<file path="src/rtl/count_bcd_pkg.sv">
// Shared types and constants for the counter-to-BCD converter.
package count_bcd_pkg;

  typedef enum logic [1:0] {
    IDLE  = 2'd0,
    SHIFT = 2'd1,
    DONE  = 2'd2
  } state_e;

  localparam int unsigned BCD_DIGIT_W = 4;
  localparam int unsigned ADD3_THRESH = 5;

  // Decimal digits needed to represent the largest WIDTH-bit value.
  function automatic int unsigned min_digits(input int unsigned width);
    logic [63:0] max_val;
    int unsigned n;
    max_val = (width >= 64) ? '1 : ((64'd1 << width) - 64'd1);
    n = 1;
    while (max_val >= 64'd10) begin
      max_val = max_val / 64'd10;
      n++;
    end
    return n;
  endfunction

endpackage

</file>
<file path="src/rtl/bcd_add3.sv">
// Double-dabble digit correction: add 3 when the digit is 5 or more.
module bcd_add3
  import count_bcd_pkg::*;
(
  input  logic [BCD_DIGIT_W-1:0] i_digit,
  output logic [BCD_DIGIT_W-1:0] o_digit
);

  assign o_digit = (i_digit >= BCD_DIGIT_W'(ADD3_THRESH)) ? i_digit + BCD_DIGIT_W'(3) : i_digit;

endmodule

</file>
<file path="src/rtl/count_bcd_converter.sv">
// Iterative binary-to-BCD converter, one double-dabble step per clock,
// with valid/ready handshakes on input and output.
module count_bcd_converter
  import count_bcd_pkg::*;
#(
  parameter int unsigned WIDTH  = 8,
  parameter int unsigned DIGITS = 3
) (
  input  logic                          clk,
  input  logic                          rst,
  input  logic                          in_valid,
  output logic                          in_ready,
  input  logic [WIDTH-1:0]              in_bin,
  output logic                          out_valid,
  input  logic                          out_ready,
  output logic [BCD_DIGIT_W*DIGITS-1:0] out_bcd
);

  localparam int unsigned BcdW  = BCD_DIGIT_W * DIGITS;
  localparam int unsigned StepW = $clog2(WIDTH + 1);

  if (DIGITS < min_digits(WIDTH)) begin : g_digits_check
    $error("count_bcd_converter: DIGITS too small for WIDTH");
  end

  state_e            r_state, w_state_d;
  logic [BcdW-1:0]   r_scratch, w_scratch_d;
  logic [WIDTH-1:0]  r_shift, w_shift_d;
  logic [StepW-1:0]  r_step, w_step_d;
  logic [BcdW-1:0]   r_out_bcd, w_out_bcd_d;

  logic [BcdW-1:0]       w_corr;
  logic [BcdW+WIDTH-1:0] w_cat;

  for (genvar g = 0; g < DIGITS; g++) begin : g_add3
    bcd_add3 u_add3 (
      .i_digit(r_scratch[g*BCD_DIGIT_W +: BCD_DIGIT_W]),
      .o_digit(w_corr[g*BCD_DIGIT_W +: BCD_DIGIT_W])
    );
  end

  // Correct first, then shift so the binary MSB lands in digit-0 bit 0.
  assign w_cat = {w_corr, r_shift} << 1;

  always_comb begin
    w_state_d   = r_state;
    w_scratch_d = r_scratch;
    w_shift_d   = r_shift;
    w_step_d    = r_step;
    w_out_bcd_d = r_out_bcd;
    case (r_state)
      IDLE: begin
        if (in_valid) begin
          w_shift_d   = in_bin;
          w_scratch_d = '0;
          w_step_d    = StepW'(WIDTH);
          w_state_d   = SHIFT;
        end
      end
      SHIFT: begin
        {w_scratch_d, w_shift_d} = w_cat;
        w_step_d = r_step - StepW'(1);
        if (r_step == StepW'(1)) begin
          w_out_bcd_d = w_cat[BcdW+WIDTH-1 -: BcdW];
          w_state_d   = DONE;
        end
      end
      DONE: begin
        if (out_ready) w_state_d = IDLE;
      end
      default: w_state_d = IDLE;
    endcase
  end

  always_ff @(posedge clk) begin
    if (rst) begin
      r_state   <= IDLE;
      r_scratch <= '0;
      r_shift   <= '0;
      r_step    <= '0;
      r_out_bcd <= '0;
    end else begin
      r_state   <= w_state_d;
      r_scratch <= w_scratch_d;
      r_shift   <= w_shift_d;
      r_step    <= w_step_d;
      r_out_bcd <= w_out_bcd_d;
    end
  end

  assign in_ready  = (r_state == IDLE) && !rst;
  assign out_valid = (r_state == DONE);
  assign out_bcd   = r_out_bcd;

endmodule

</file>
<file path="config.mk">
export PLATFORM = sky130hd
export DESIGN_NAME = count_bcd_converter
export DESIGN_NICKNAME = d
export VERILOG_FILES = /design/src/rtl/count_bcd_pkg.sv /design/src/rtl/bcd_add3.sv /design/src/rtl/count_bcd_converter.sv
export SDC_FILE = /design/constraint.sdc
export NUM_CORES = 1
export LEC_CHECK = 0
export BUFFER_PORTS_ARGS = -buffer_cell sky130_fd_sc_hd__buf_2
export CAP_MARGIN = 15
export CORE_ASPECT_RATIO = 1.5
export CORE_MARGIN = 3
export CORE_UTILIZATION = 35
export DETAILED_ROUTE_END_ITERATION = 7
export PLACE_DENSITY_LB_ADDON = 0.2
export SLEW_MARGIN = 20
export SYNTH_ARGS = -nofsm -noshare
export SYNTH_HDL_FRONTEND = slang
export SYNTH_HIERARCHICAL = 1
export SYNTH_SLANG_ARGS = --single-unit
</file>
<file path="constraint.sdc">
create_clock -name clk -period 1.7 [get_ports clk]
set_clock_uncertainty 0.2 [all_clocks]
set_input_delay 0.255 -clock clk [delete_from_list [all_inputs] [get_ports clk]]
set_output_delay 0.255 -clock clk [all_outputs]
set_load 0.02 [all_outputs]
</file>
* Yosys cells after proc, flatten, opt, wreduce, memory -nomap -nowiden
Cells that the tools add are included.
Operators by class: order comparisons 3, reductions and logical operators 7, equality and inequality tests 6, $add $sub $neg 4, multiplexer cells 13
Operators with widths (count):
- $pmux 12 s2 | 1
- $pmux 8 s2 | 1
- $ge 4x3->1 const B | 3
- $mux 12 | 1
- $mux 4 | 3
- $add 4x2->4 const B | 2
- $mux 8 | 1
- $pmux 4 s2 | 1
- $mux 2 | 3
- $pmux 2 s3 | 1
- $eq 4x1->1 const B | 1
- $ne 2x2->1 const B | 2
- $reduce_and 2->1 | 2
- $sub 4x1->4 const B | 1
- $add 3x2->3 const B | 1
- $mux 3 | 1
- $reduce_and 3->1 | 1
- $eq 2x1->1 const B | 1
- $eq 2x2->1 const B | 1
- $logic_not 2->1 | 1
- $ne 2x1->1 const B | 1
- $reduce_bool 2->1 | 1
- $logic_and 1x1->1 | 1
- $logic_not 1->1 | 1
Word-level totals: word-level logic and storage cells 38, register bits 38, input bits 12

* Depth between registers and ports, before layout
Gate-level depths: netlist of the first run.
depth in word-level cells 3, mapped depth 7

* Cells and area by module
Netlist of the first run, hierarchy kept.
By module, submodules not included:
- count_bcd_converter | cells each 179, area an instance 1682.9 um^2, times used 1
- bcd_add3 | cells each 16, area an instance 101.3 um^2, times used 3

* Least setup slack after synthesis of the first run
No wires, ideal clock.
path kind register -> register, start point register r_scratch[9], end point register r_out_bcd[10] (netlist: out_bcd[10]), arrival time 1.276 ns, setup slack 0.153 ns, setup time 0.072 ns, cell stages (with the launch flop) 8, cell sequence dfxtp_1 -> inv_1 -> ha_1 -> nand2b_1 -> a21oi_2 -> mux2i_1 -> nand2b_1 -> mux2i_1
On the way: word-level cells in the longest chain between the ends 2
RTL lines:
- start: declaration | RTL line count_bcd_converter.sv:27 | logic [BcdW-1:0] r_scratch, w_scratch_d;
- start signal: assignment | RTL line count_bcd_converter.sv:84 | r_scratch <= w_scratch_d;
- $ge 4x3->1 / $add 3x2->3 (equally long branches) | RTL line bcd_add3.sv:9 | assign o_digit = (i_digit >= BCD_DIGIT_W'(ADD3_THRESH)) ? i_digit + BCD_DIGIT_W'(3) : i_digit;
- $mux 3 (*) | RTL line bcd_add3.sv:9
- via w_cat[18] | RTL line count_bcd_converter.sv:33 | logic [BcdW+WIDTH-1:0] w_cat;
- end signal: assignment | RTL line count_bcd_converter.sv:87 | r_out_bcd <= w_out_bcd_d;
- end: declaration | RTL line count_bcd_converter.sv:30 | logic [BcdW-1:0] r_out_bcd, w_out_bcd_d;
Mark *: on every way through the listed nets, which the timed path passes. The rest lies on a longest branch. A chain may end at the register's enable or synchronous reset.

* Worst setup path after layout of the first run
start point register r_scratch[1], end point register r_scratch[2]
On the way: word-level cells in the longest chain between the ends 3
RTL lines:
- $add 4x2->4 / $ge 4x3->1 (equally long branches) | RTL line bcd_add3.sv:9
- $mux 4 (*) | RTL line bcd_add3.sv:9
- via w_cat[10] | RTL line count_bcd_converter.sv:33
- $pmux 12 s2 (*) | RTL line count_bcd_converter.sv:51 | case (r_state)
Marks and branches as above.

==> impl_metrics.tcl, run 1 <==
set metrics [dict create \
    clk_latency_ps 280 \
    start_util_pct 37.2 \
    crit_buf_inv 1 \
    rows 32 \
    numPortBuffers 25 \
    clk_pin_slew_ps 70 \
    antenna_found_initial 0 \
    vias 1562 \
    die_x_um 67.2 \
    n_antenna_cell 0 \
    multi_input_area_um2 1160 \
    cpPeakStageDelay_ps 340 \
    synthToLayoutAreaGrowth_pct 21.1 \
    h-tree-depth 2 \
    slowest_stage "dfxtp_2" \
    yosys_warnings 6 \
    drt_first_pass_iters 4 \
    dp_slack_ps 27.6 \
    track_usage_pct 12.7 \
    cts.sinks 38 \
    peakVddDrop_mv 0.546 \
    cts-root-buf "clkbuf_8" \
    leakage_nw 0.935 \
    grt-ovfl-total 0 \
    tns_ps 0 \
    cts_tree "yes" \
    tightest_slew_ps 266 \
    clockBufferDepth 2 \
    path_cells "inv_2, ha_2, nand2b_4, a21oi_4, mux2i_2, a22oi_1, nor2_1" \
    start_kind "register" \
    r2r-start "r_scratch[1]" \
    grt_pass1_vias 1502 \
    hold_depth 3 \
    total_power_mw 1.84 \
    drt-initial-drc-count 70 \
    max_freq_mhz 607 \
    layout_commonest_cell "nand2b_1" \
    path_delay_family "flip-flops" \
    hold_start "in_bin[0]" \
    core_area_um2 5290 \
    r2r_cells 7 \
    cp-end-kind "register" \
    r2r_slack_ps 50 \
    drive_above_1_share_pct 25.7 \
    regArea_um2 767 \
    fill_cells 566 \
    design_area_um2 2380 \
    hp-class "in2reg" \
    grt_max_degree 22 \
    die_h_um 97.8 \
    power_density_nw_per_um2 773 \
    synth_fp_nets 243 \
    slew_headroom_pct 82.3 \
    syn-cell-area_um2 1970 \
    period_share_pct 97.0 \
    outcome "finished, final reports clean" \
    wl_per_cell_um 12.1 \
    cap_violations 0 \
    crit_required_ps 1730 \
    min_to "r_shift[0]" \
    path_class "reg2reg" \
    final_cell_mix "nand2b_1, dfxtp_1, nor2_1" \
    cts_inserted_buffers 5 \
    final_hold_viol_count 0 \
    drc 0 \
    place_congestion 0.762 \
    grt_pass1_wl_um 6650 \
    ioPinCount 26 \
    finalSetupViolations 0 \
    r2r-end "r_scratch[2]" \
    routed_wl_um 3890 \
    crit_fanout 3 \
    synth.avg_cell_area_um2 8.82 \
    rsz0062_at_grt "yes" \
    worst_ep_arrival_time_ps 1680 \
    post-dp-hpwl_um 2770 \
    whs_ps 46.1 \
    fin_nets 272 \
    viasPerCell 4.87 \
    place_area_um2 2190 \
    post-route-min-period_ps 1650 \
    drv_slew 0 \
    syn_inst 223 \
    drtAntennaViolNets 0 \
    fin_ws_ps 51.2 \
    die-area_um2 6570 \
]
==> metal layers <==
metal  vias up  track usage [%]  routed length, µm
met2        35             20.2               1850
li1        801                -                  -
met1       720             15.8               1820
met5         -                0                  0
met3         6             3.34                150
met4         0             5.47                 68
==> state kept, by name (all words and copies together) (netlist names) <==
register,flops
out_bcd,12
r_scratch,12
r_shift,8
r_state,2
r_step,4
==> area by class of cell <==
cell class	instances	share of cell area [%]
clock inverter	1	0.210
inverter	9	1.42
sequential	38	32.2
clock buffer	7	3.63
multi-input combinational	162	48.6
timing repair buffer	36	10.4
tap	68	3.57
==> power by group <==
group	switching, mW	total, mW	internal [mW]
combinational	0.129	0.253	0.124
clock	0.310	0.637	0.327
sequential	0.0263	0.951	0.925
total	0.465	1.84	1.38
==> worst max path at each step <==
stage | cells past startpoint | slack [ps] | to | startpoint
2_1_floorplan | 7 | 150 | out_bcd[2] | r_scratch[1]
3_3_place_gp | 7 | 60 | out_bcd[6] | r_scratch[5]
3_5_place_dp | 7 | 30 | out_bcd[6] | r_scratch[5]
4_1_cts | 7 | 10 | out_bcd[6] | r_scratch[5]
5_1_grt | 7 | -50 | r_scratch[2] | r_scratch[1]
6_report | 7 | 50 | r_scratch[2] | r_scratch[1]
==> tightest hold or removal path, delay by kind of cell <==
family	cells	cell delay (ps)
buffers and inverters	1	80
AO/OA/AOI/OAI	1	80
AND/OR/NAND/NOR	1	90
==> repair_timing <==
item / CTS / global route
resized for setup: 0 / 21
hold buffers: 0 / 0
setup endpoints to repair: 0 / 11
setup buffers: 0 / 1
==> metrics by stage <==
stage / util, % / instances
after global placement: 41.5 / 312
after CTS: 43.3 / 320
after global routing: 45.1 / 321
after detailed placement: 41.5 / 312
final: 45.1 / 321
after floorplan: - / 223
No activity file was read; power rests on OpenSTA's default activity.
==> run 2, diff against run 1 <==
Settings changed: SETUP_SLACK_MARGIN from default to 0.2.
==> run 2 against run 1 <==
Against the previous run:
- via count rose by 6.5%
- sequential cell count did not move
- fmax grew 2.2%
- sequential share of layout area shrank 4.1 points
- utilization grew 7.6 points
- cell area rose by 17%
- clock-buffer cell count unchanged
==> impl_metrics.tcl, run 2 (synthesized netlist as in run 1, its figures left out) <==
set metrics [dict create \
    whs_ps 38.1 \
    die_x_um 67.2 \
    slowest_stage "dfxtp_2" \
    ioPinCount 26 \
    synthToLayoutAreaGrowth_pct 41.5 \
    core_area_um2 5290 \
    finalSetupViolations 0 \
    grt_util_met1_pct 17.0 \
    r2r-end "r_scratch[2]" \
    max_freq_mhz 620 \
    die-area_um2 6570 \
    die_h_um 97.8 \
    grtUsageMet3_pct 2.88 \
    path_class "reg2reg" \
    crit_required_ps 1740 \
    place_area_um2 2220 \
    n_antenna_cell 0 \
    grt_pass1_wl_um 7080 \
    drt-initial-drc-count 76 \
    switching_share_pct 26.3 \
    tightest_slew_ps 367 \
    viasPerCell 4.93 \
    start_kind "register" \
    cts_inserted_buffers 5 \
    design_area_um2 2780 \
    hold_depth 3 \
    place_congestion 0.768 \
    crit_fanout 3 \
    period_share_pct 94.9 \
    grt_max_degree 20 \
    rows 32 \
    drc 0 \
    cp-end-kind "register" \
    met2_usage_pct 22.3 \
    clk_pin_slew_ps 80 \
    cpPeakStageDelay_ps 360 \
    power_switching_uw 511 \
    drive_above_1_share_pct 42.4 \
    p_seq_share_pct 48.8 \
    r2r_slack_ps 90 \
    slew_headroom_pct 75.5 \
    routed_wl_um 4600 \
    cts_tree "yes" \
    dp_slack_ps 27.0 \
    vias 1663 \
    grt_pass1_vias 1568 \
    antenna_found_initial 0 \
    path_cells "inv_4, ha_4, nand2b_4, a21oi_4, mux2i_2, a22oi_1, nor2_1" \
    cap_violations 0 \
    drv_slew 0 \
    post-route-min-period_ps 1610 \
    outcome "finished, final reports clean" \
    clk_latency_ps 290 \
    hp-class "in2reg" \
    min_to "r_shift[0]" \
    grt-ovfl-total 0 \
    clockBufferDepth 2 \
    r2r-start "r_scratch[1]" \
    h-tree-depth 2 \
    post-dp-hpwl_um 2820 \
    r2r_cells 7 \
    final_hold_viol_count 0 \
    hold_start "in_bin[0]" \
    worst_ep_arrival_time_ps 1650 \
    clock_power_share_pct 33.2 \
    final_cell_mix "nand2b_1, nor2_1, dfxtp_1" \
    wl_per_cell_um 13.7 \
    start_util_pct 37.2 \
    cts-root-buf "clkbuf_8" \
    p_comb_share_pct 17.9 \
    tns_ps 0 \
    drt_first_pass_iters 4 \
    cts.sinks 38 \
    leakage_nw 1.08 \
    grt-busiest-layer "met2" \
    p_int_mw 1.43 \
    fin_nets 288 \
    peakVddDrop_mv 0.324 \
    power_density_nw_per_um2 699 \
    layout_commonest_cell "nand2b_1" \
    drtAntennaViolNets 0 \
    rsz0062_at_grt "yes" \
    track_usage_pct 13.6 \
    numPortBuffers 25 \
    fin_ws_ps 87.1 \
]
[run 2: layout make-up]
type,count,area (µm²)
inverters,9,41.3
repair buffers,50,424
clock buffers,7,86.3
multi-input cells,164,1360
clock inverters,1,5.00
flip-flops and latches,38,783
fillers,488,2500
well taps,68,85.1
[run 2: timing repair]
| action | CTS | global route |
|---|---|---|
| pin swaps | 10 | 19 |
| hold buffers | 0 | 0 |
| setup endpoints to repair | 22 | 39 |
| setup buffers | 11 | 3 |
| cloned | 1 | 3 |
| gates resized for setup | 34 | 42 |
[run 2: worst max-delay path by stage]
stage | depth (start not counted) | from | slack [ps] | to
CTS | 7 | r_scratch[9] | 90 | r_scratch[10]
global placement | 7 | r_scratch[1] | 90 | r_scratch[2]
finish | 7 | r_scratch[1] | 90 | r_scratch[2]
detailed placement | 7 | r_scratch[1] | 30 | r_scratch[2]
global route | 7 | r_scratch[1] | -20 | r_scratch[2]
floorplan | 7 | r_scratch[9] | 210 | out_bcd[10]
[run 2: critical path: cells and delay by family, from the launching register on]
| family | cells | cell delay, ps |
|---|---|---|
| fa+ha+maj | 1 | 140 |
| buf+inv | 1 | 50 |
| flops | 1 | 360 |
| mux | 1 | 270 |
| simple gates | 2 | 230 |
| compound gates | 2 | 300 |
[run 2: stage by stage]
| step | cells | total power [mW] | utilization [%] |
|---|---|---|---|
| 2_1_floorplan | 223 | 1.16 | - |
| 3_3_place_gp | 311 | 1.23 | 42.0 |
| 3_5_place_dp | 311 | 1.23 | 42.0 |
| 4_1_cts | 331 | 1.91 | 47.7 |
| 5_1_grt | 337 | 2.04 | 52.7 |
| 6_report | 337 | 1.95 | 52.7 |
[run 2: power by group through the flow]
| stage | logic, mW | clock network, mW | registers [mW] |
|---|---|---|---|
| after global routing | 0.384 | 0.698 | 0.954 |
| after detailed placement | 0.257 | 0 | 0.970 |
| after global placement | 0.257 | 0 | 0.969 |
| after CTS | 0.298 | 0.665 | 0.948 |
| after floorplan | 0.192 | 0 | 0.965 |
| final | 0.349 | 0.647 | 0.950 |
[run 2: layer usage]
metal  vias to the layer above  part of all wire [%]
li1                        843                     -
met3                         6                   3.6
met1                       781                    45
met4                         0                   1.9
met2                        33                    50
met5                         -                     0
